### src/rtl/fetch_pkg.sv
// Shared types and constants for the instruction-fetch front end.
package fetch_pkg;

  localparam logic [31:0] NOP_INSTR        = 32'h0000_0013;
  localparam logic [31:0] DEFAULT_RESET_PC = 32'h0000_0000;

  typedef struct packed {
    logic [31:0] instr;
    logic [31:0] pc;
  } fq_entry_t;

endpackage

### src/rtl/fetch_fifo.sv
// Prefetch queue: synchronous FIFO with synchronous flush and an occupancy count.
module fetch_fifo
  import fetch_pkg::*;
#(
  parameter int  DEPTH   = 4,
  parameter type entry_t = fq_entry_t
) (
  input  logic                   clk,
  input  logic                   rst,
  input  logic                   flush,
  input  logic                   push,
  input  entry_t                 wdata,
  input  logic                   pop,
  output entry_t                 rdata,
  output logic [$clog2(DEPTH):0] count,
  output logic                   empty
);

  localparam int AW = $clog2(DEPTH);

  typedef logic [AW-1:0] ptr_t;
  typedef logic [AW:0]   cnt_t;

  entry_t mem [DEPTH];
  ptr_t   rd_ptr;
  ptr_t   wr_ptr;
  logic   full;
  logic   do_push;
  logic   do_pop;

  assign empty = (count == '0);
  assign full  = (count == cnt_t'(DEPTH));
  // A push into a full queue is accepted only when the head leaves in the same cycle.
  assign do_push = push & (!full | pop);
  assign do_pop  = pop & !empty;
  assign rdata   = mem[rd_ptr];

  always_ff @(posedge clk or posedge rst) begin
    if (rst) begin
      rd_ptr <= '0;
      wr_ptr <= '0;
      count  <= '0;
    end else if (flush) begin
      rd_ptr <= '0;
      wr_ptr <= '0;
      count  <= '0;
    end else begin
      if (do_push) wr_ptr <= wr_ptr + ptr_t'(1);
      if (do_pop)  rd_ptr <= rd_ptr + ptr_t'(1);
      case ({do_push, do_pop})
        2'b10:   count <= count + cnt_t'(1);
        2'b01:   count <= count - cnt_t'(1);
        default: count <= count;
      endcase
    end
  end

  always_ff @(posedge clk) begin
    if (do_push && !flush) mem[wr_ptr] <= wdata;
  end

endmodule

### src/rtl/fetch_unit.sv
// Instruction-fetch front end: fetch PC, one-deep in-flight tracking, issue throttling
// against the prefetch queue, and the decode-side valid/ready handshake.
module fetch_unit
  import fetch_pkg::*;
#(
  parameter int               XLEN     = 32,
  parameter logic [XLEN-1:0]  RESET_PC = XLEN'(DEFAULT_RESET_PC),
  parameter int               FQ_DEPTH = 4
) (
  input  logic                        i_clk,
  input  logic                        i_reset,
  output logic [XLEN-1:0]             o_imem_addr,
  output logic                        o_imem_req,
  input  logic [31:0]                 i_imem_rdata,
  input  logic                        i_redirect,
  input  logic [XLEN-1:0]             i_redirect_pc,
  output logic                        o_instr_valid,
  output logic [31:0]                 o_instr,
  output logic [XLEN-1:0]             o_instr_pc,
  output logic [XLEN-1:0]             o_instr_pc4,
  input  logic                        i_instr_ready,
  output logic [$clog2(FQ_DEPTH):0]   o_fq_count,
  output logic [XLEN-1:0]             o_pc_debug
);

  localparam int CW = $clog2(FQ_DEPTH) + 1;

  typedef struct packed {
    logic [31:0]     instr;
    logic [XLEN-1:0] pc;
  } entry_t;

  typedef logic [CW:0] occ_t;

  logic [XLEN-1:0] fetch_pc;
  logic [XLEN-1:0] inflight_pc;
  logic            inflight;
  entry_t          head;
  entry_t          wdata;
  logic [CW-1:0]   count;
  logic            empty;
  logic            deq;
  logic            issue;
  occ_t            occ;

  // Handshake: the head transfers on a rising edge where o_instr_valid and i_instr_ready
  // are both high; while valid is high and ready low the head fields do not change.
  assign o_instr_valid = !empty;
  assign deq           = o_instr_valid & i_instr_ready;

  // Occupancy after this edge, counting the word already in flight.
  assign occ   = occ_t'(count) + occ_t'(inflight) - occ_t'(deq);
  assign issue = !i_reset & !i_redirect & (occ < occ_t'(FQ_DEPTH));

  assign o_imem_req  = issue;
  assign o_imem_addr = fetch_pc;
  assign o_pc_debug  = fetch_pc;
  assign o_fq_count  = count;

  assign wdata.instr = i_imem_rdata;
  assign wdata.pc    = inflight_pc;

  assign o_instr     = o_instr_valid ? head.instr : NOP_INSTR;
  assign o_instr_pc  = head.pc;
  assign o_instr_pc4 = head.pc + XLEN'(4);

  always_ff @(posedge i_clk or posedge i_reset) begin
    if (i_reset) begin
      fetch_pc    <= RESET_PC;
      inflight    <= 1'b0;
      inflight_pc <= '0;
    end else if (i_redirect) begin
      fetch_pc <= {i_redirect_pc[XLEN-1:2], 2'b00};
      inflight <= 1'b0;
    end else begin
      inflight <= issue;
      if (issue) begin
        inflight_pc <= fetch_pc;
        fetch_pc    <= fetch_pc + XLEN'(4);
      end
    end
  end

  fetch_fifo #(
    .DEPTH   (FQ_DEPTH),
    .entry_t (entry_t)
  ) u_fifo (
    .clk   (i_clk),
    .rst   (i_reset),
    .flush (i_redirect),
    .push  (inflight),
    .wdata (wdata),
    .pop   (deq),
    .rdata (head),
    .count (count),
    .empty (empty)
  );

endmodule

### config.mk
export PLATFORM = sky130hd
export DESIGN_NAME = fetch_unit
export DESIGN_NICKNAME = d
export VERILOG_FILES = /design/src/rtl/fetch_pkg.sv /design/src/rtl/fetch_fifo.sv /design/src/rtl/fetch_unit.sv
export SDC_FILE = /design/constraint.sdc
export NUM_CORES = 1
export LEC_CHECK = 0
export ABC_AREA = 0
export CORE_MARGIN = 2
export CORE_UTILIZATION = 60
export CTS_BUF_LIST = sky130_fd_sc_hd__clkbuf_16
export CTS_CLUSTER_DIAMETER = 200
export DETAILED_ROUTE_END_ITERATION = 6
export DONT_BUFFER_PORTS = 1
export MAX_ROUTING_LAYER = met4
export PLACE_DENSITY = 0.76
export RECOVER_POWER = 50
export SYNTH_ARGS = -nofsm -noshare
export SYNTH_HDL_FRONTEND = slang
export SYNTH_HIERARCHICAL = 1
export SYNTH_SLANG_ARGS = --single-unit
### constraint.sdc
create_clock -name i_clk -period 4.35 [get_ports i_clk]
set_input_delay 0.435 -clock i_clk [delete_from_list [all_inputs] [get_ports i_clk]]
set_output_delay 0.435 -clock i_clk [all_outputs]
set_load 0.01 [all_outputs]
Word-level counts from Yosys, hierarchy flattened
Memory sizes are Yosys's and may differ from the RTL's.
Cells that the tools add are included.
{"block": "op_classes", "muxes": 12, "bitwise_logic": 7, "n_addsub": 8, "n_lt_le_gt_ge": 1, "eq_ne": 3, "reduce_logical": 11}
{"cell": "2-to-1 mux 32 bit", "n": 3}
{"cell": "adder 32 x 3 -> 32 bit (second input constant)", "n": 2}
{"cell": "2-to-1 mux 2 bit", "n": 4}
{"cell": "one-hot mux 3 bit (2 select lines)", "n": 1}
{"cell": "nonzero test 2 bit", "n": 3}
{"cell": "bitwise AND 1 bit", "n": 5}
{"cell": "adder 2 x 1 -> 2 bit (second input constant)", "n": 2}
{"cell": "adder 3 x 1 -> 4 bit", "n": 1}
{"cell": "zero test 1 bit", "n": 4}
{"cell": "< comparator 4 x 3 -> 1 bit (second input constant)", "n": 1}
{"cell": "subtractor 4 x 1 -> 4 bit", "n": 1}
{"cell": "adder 3 x 1 -> 3 bit (second input constant)", "n": 1}
{"cell": "== test 3 bit (second input constant)", "n": 1}
{"cell": "zero test 3 bit", "n": 1}
{"cell": "2-to-1 mux 1 bit", "n": 3}
{"cell": "2-to-1 mux 3 bit", "n": 1}
{"cell": "nonzero test 3 bit", "n": 1}
{"cell": "subtractor 3 x 1 -> 3 bit (second input constant)", "n": 1}
{"cell": "== test 2 x 1 -> 1 bit (second input constant)", "n": 1}
{"cell": "== test 2 bit (second input constant)", "n": 1}
{"cell": "AND reduction 2 bit", "n": 1}
{"cell": "logical AND 1 bit", "n": 1}
{"cell": "inverter 1 bit", "n": 1}
{"cell": "OR 1 bit", "n": 1}
{"block": "word_totals", "output_inout_bits": 165, "mem_bits_rw": 256, "reg_bits": 72, "n_memories": 1}
{"memory": "u_fifo.mem", "words": 4, "width": 64, "read_ports": 1, "rd_clocked_by_memory_dff": 0, "write_ports": 1, "line": "fetch_fifo.sv:24", "rtl": "entry_t mem [DEPTH];"}

Logic depth before layout (Yosys ltp)
{"block": "logic_depth", "depth_word": 8, "ltp_mapped": 13, "ltp_nobuf": 10}

Modules after synthesis
The synthesis kept the hierarchy.
{"module": "fetch_fifo", "area_per_inst_um2": 9810.7, "cells_each": 395, "seq_area_each_um2": 7862.5, "n_inst": 1}
{"module": "fetch_unit", "area_per_inst_um2": 4146.5, "cells_each": 463, "seq_area_each_um2": 1526.5, "n_inst": 1}

Worst setup path before layout
OpenSTA, ideal clock, no wires.
{"block": "synth_timing", "kind": "reg-to-reg", "start": "reg u_fifo.count[2]", "end": "mem u_fifo/mem[0][0] in the netlist's numbering, enable pin", "setup_ns": 0.429, "stages_incl_launch_ff": 8, "arrival_time_ns": 3.032, "path_buffers": 2, "slack_ns": 0.889, "cell_sequence": "dfrtp_1 -> dlymetal6s2s_1 -> nor3_1 -> nor2b_1 -> buf_6 -> nor4b_4 -> nor3_1 -> and2_1"}
{"block": "synth_between", "elab_chain_cells": 8, "elab_cells_between_ends": 10, "classes_between": "1 x eq/ne; 2 x mux; 3 x bitwise; 4 x reduce/logical"}
{"element": "from (decl)", "line": "fetch_fifo.sv:15", "rtl": "output logic [$clog2(DEPTH):0] count,"}
{"element": "from (signal assigned)", "line": "fetch_fifo.sv:51", "rtl": "2'b10: count <= count + cnt_t'(1);"}
{"element": "from (signal assigned)", "line": "fetch_fifo.sv:52", "rtl": "2'b01: count <= count - cnt_t'(1);"}
{"element": "from (signal assigned)", "line": "fetch_fifo.sv:53", "rtl": "default: count <= count;"}
{"element": "zero test 3 bit", "line": "fetch_fifo.sv:31", "rtl": "assign empty = (count == '0);"}
{"element": "via empty", "line": "fetch_unit.sv:41", "rtl": "logic empty;"}
{"element": "zero test 1 bit", "line": "fetch_unit.sv:48", "rtl": "assign o_instr_valid = !empty;"}
{"element": "bitwise AND 1 bit", "line": "fetch_unit.sv:49", "rtl": "assign deq = o_instr_valid & i_instr_ready;"}
{"element": "via deq", "line": "fetch_unit.sv:42", "rtl": "logic deq;"}
{"element": "OR 1 bit", "line": "fetch_fifo.sv:34", "rtl": "assign do_push = push & (!full | pop);"}
{"element": "bitwise AND 1 bit", "line": "fetch_fifo.sv:34"}
{"element": "logical AND 1 bit", "line": "fetch_fifo.sv:59", "rtl": "if (do_push && !flush) mem[wr_ptr] <= wdata;"}
{"element": "2-to-1 mux 1 bit", "line": "fetch_fifo.sv:59"}
{"element": "2-to-1 mux 1 bit (implied by the code)", "line": "fetch_fifo.sv:59"}
{"element": "to (decl)", "line": "fetch_fifo.sv:24"}
The timed path passes the listed nets, and every way through them passes these cells.

Worst setup path after layout
{"block": "layout_timing", "start": "reg u_fifo.count[0]", "end": "out o_imem_req"}
{"block": "layout_between", "elab_chain_cells": 6, "elab_cells_between_ends": 7, "classes_between": "2 x add/sub; 1 x order compare; 2 x bitwise; 2 x reduce/logical"}
{"element": "zero test 3 bit", "line": "fetch_fifo.sv:31"}
{"element": "via empty", "line": "fetch_unit.sv:41"}
{"element": "zero test 1 bit", "line": "fetch_unit.sv:48"}
{"element": "bitwise AND 1 bit", "line": "fetch_unit.sv:49"}
{"element": "via deq", "line": "fetch_unit.sv:42"}
{"element": "subtractor 4 x 1 -> 4 bit", "line": "fetch_unit.sv:52", "rtl": "assign occ = occ_t'(count) + occ_t'(inflight) - occ_t'(deq);"}
{"element": "< comparator 4 x 3 -> 1 bit", "line": "fetch_unit.sv:53", "rtl": "assign issue = !i_reset & !i_redirect & (occ < occ_t'(FQ_DEPTH));"}
{"element": "bitwise AND 1 bit", "line": "fetch_unit.sv:53"}
{"element": "to (decl)", "line": "fetch_unit.sv:13", "rtl": "output logic o_imem_req,"}
The timed path passes the listed nets, and every way through them passes these cells.

==> run summary <==
CTS sink cnt: 324
H-tree depth: 1
Area Overhead vs Synth: 9.789%
GPL Wtd Cong: 0.8959
Met2 routed WL: 13.63 mm
Mux contribution to synthesized area: 12.87%
Die width: 156.5 µm
Final Non-Filler Cells: 1187
Sw Pwr: 1455 µW
Placed Instance Area: 13990 µm²
Length of routed met3 wiring: 1.970 mm
RSZ-0062 raised after global routing: false
Largest family of logic cells by synthesized area: multiplexers
Global-route wire length before repair: 42.25 mm
F_max: 250.0 MHz
Count of nets after finishing: 954
Die Ht: 156.5 µm
Part of the cycle the worst path needs: 91.96%
Post-CTS Resized: 0
Min Tclk post-route: 4.000 ns
Post-DP HPWL: 17.26 mm
Vias/cell: 6.251
Register area share after synthesis: 67.27%
Pin count of the biggest net entering global routing: 65
Placement-stage worst setup slack: 0.7676 ns
Final instance area: 15320 µm²
Sw frac: 21.67%
Most frequently used flop master after synthesis: edfxtp_1
Initial DRC count: 480
Critical Path AT: 3.57 ns
Hold Crit Class: in -> reg
PD cells: 438.3 nW/µm²
CP startpoint kind: flop
Clock transition at path regs: 0.06 ns
Adder-Cell Fraction of Synth Area: 0.9502%
M1 WL: 10.67 mm
P_leak: 0.005131 µW
Post-synthesis xor/xnor area fraction: 2.887%
Cells after DPL: 1094
Synth Area in Simple Gates: 8.427%
Worst Max-Slew Pin Slew: 3.190 ns
Compound-gate portion of the synthesized area: 3.380%
Syn Std Cell Area: 13960 µm²
Die area: 24500 µm²
Starting Density: 61.46%
Critical Path Source: u_fifo/count[0]
Top Metal Used: met4
Worst EP required: 3.91 ns
Share of power burned in registers: 55.6%
CTS tree: built
Status: finished with violations
Drt pass-1 iters: 7
# rows: 55
Gr ovfl total: 0
Final wirelength: 26.89 mm
Io pins: 233
Port Buffer Count: 0
Avg Inst Size Synth: 16.27 µm²
ANT nets after route: 0
Critical path type: reg -> out
Vias in the first global route: 7877
Mapped Cells: 858
Via count: 7420
# DRC: 0
Endpoints failing setup: 0
Number of flops mapped to enable cells by yosys: 256
Ys async rst share: 20.99%
Most common cell after layout, fill and taps aside: edfxtp_1
Hold-fix buffers at CTS: 34
Total global-route track usage: 22.95%
Total CTS buffers: 31
Final hold slack: 0.02420 ns
Slew Limit Fails: 97
Seq cells post-synth: 324
CTS root buf: clkbuf_16
Logic gate share of total power: 5.0%
Worst setup EP type: output port
CTS Buffer Depth: 3
Setup ws final: 0.3498 ns
P_int: 5261 µW
Crit-path max FO: 21
Core area: 22710 µm²
Fillers: 1539
Clock Power Share: 39.4%
Max Cap Viol: 2
YS warnings: 6
Avg WL per Cell: 22.65 µm
Sequential cell area: 9394 µm²
Worst IR Drop VDD: 0.0003337 V
Commonest non-fill, non-tap cells in the layout: 256 x edfxtp_1, 66 x dfrtp_1, 64 x mux4_2, 46 x nand2_1, 38 x nand3_1
Initial antenna violation count: 1
Clock Latency Late Sink: 0.54 ns
Footprint of the multi-input gates: 4031 µm²
Setup tns final: 0 ns
Final clock skew: 0.008560 ns
RR Startpoint: u_fifo/count[0]
Failing checks: max-capacitance violations, max-slew violations
Hold Fails Final Rpt: 0
Layout cell share with drive strength beyond 1: 14.87%
Max-slew headroom: -112.7%
Number of distinct library cells after synthesis: 55
Buffers inserted by post-CTS timing repair: 0
Hold_sp: i_redirect
[critical path: stages (launching register included)]
cell     delay, ns
dfrtp_1       0.39
nor3_1        0.25
nor2b_1       0.08
buf_4         0.19
ha_1          0.19
inv_1         0.06
ha_1          0.23
and3b_1       0.21
o211a_1       0.49
o21ai_4       0.69
inv_1         0.22
[flip-flops by register name, indices dropped and copies added (netlist names)]
register,cells
o_imem_addr,30
u_fifo/wr_ptr,2
inflight_pc,30
u_fifo/count,3
u_fifo/mem,256
u_fifo/rd_ptr,2
inflight,1
[layout make-up]
cell class	instances	share of cell area, %
multi-input cells	449	26.31
flip-flops and latches	324	61.30
repair buffers	48	2.784
well taps	285	2.327
diodes	1	0.01633
clock buffers	31	5.062
clock inverters	27	1.658
inverters	22	0.5389
[power by group through the flow]
| stage | Combinational (µW) | Clock [µW] | Sequential (µW) |
|---|---|---|---|
| after floorplan | 313 | 0 | 3710 |
| after global placement | 285 | 0 | 3780 |
| after detailed placement | 298 | 0 | 3800 |
| after CTS | 340 | 2710 | 3730 |
| after global routing | 371 | 2840 | 3760 |
| final | 335 | 2650 | 3730 |
[layer usage]
layer	GRT usage, %	vias up
li1	-	3296
met1	28.42	3752
met2	39.12	309
met3	4.680	63
met4	6.029	0
met5	-	-
[per-stage QoR]
| step | power (µW) | utilization, % |
|---|---|---|
| after global placement | 4062 | 61.60 |
| after detailed placement | 4098 | 61.60 |
| after floorplan | 4021 | - |
| after global routing | 6967 | 67.48 |
| after CTS | 6787 | 67.64 |
| final | 6716 | 67.48 |
[synth_stat cells, types with 2 or more instances]
cell type,instances,area (µm²)
o311ai_1,3,26.28
mux2_1,26,292.8
or4_1,9,67.56
nor2_1,25,93.84
nand4_1,11,68.82
o31ai_1,2,15.01
nand2_1,46,172.7
nor2b_1,36,225.2
mux2i_1,4,40.04
or3_1,4,25.02
xnor2_1,20,175.2
and2_1,8,50.05
o21ai_0,11,55.05
a21oi_1,4,20.02
o21ai_1,15,75.07
o2111ai_1,11,96.34
a22oi_1,6,45.04
mux2_2,2,22.52
a221o_1,2,20.02
ha_1,9,112.6
o211ai_1,7,52.55
inv_1,22,82.58
dfrtp_1,68,1702
buf_4,37,277.8
a31oi_1,3,18.77
nor4_1,6,37.54
nand3_1,38,190.2
buf_2,12,60.06
edfxtp_1,256,7687
or2_2,4,25.02
nor3_1,16,80.08
mux4_2,64,1441
clkbuf_1,16,60.06
buf_6,6,67.56
xor2_1,26,227.7
and3_1,4,25.02
[path summary, 6_finish.rpt]
path                       cells past startpoint  slack, ns           endpoint
min in group asynchronous                      2       0.33   u_fifo/rd_ptr[0]
max                                           10       0.35         o_imem_req
min                                            1       0.02     o_imem_addr[6]
max reg2reg                                   11       0.66    inflight_pc[18]
max in group asynchronous                      2       1.53     inflight_pc[8]
min reg2reg                                    0       0.52  u_fifo/mem[1][21]
[cell families after synthesis]
group                    after synthesis
AO/OA/AOI/OAI                         69
XOR/XNOR                              46
adder cells (fa/ha/maj)               10
buffers and inverters                 96
flip-flops                           324
multiplexers                          96
other                                  1
AND/OR/NAND/NOR                      216
No activity file was read; power rests on OpenSTA's default activity.
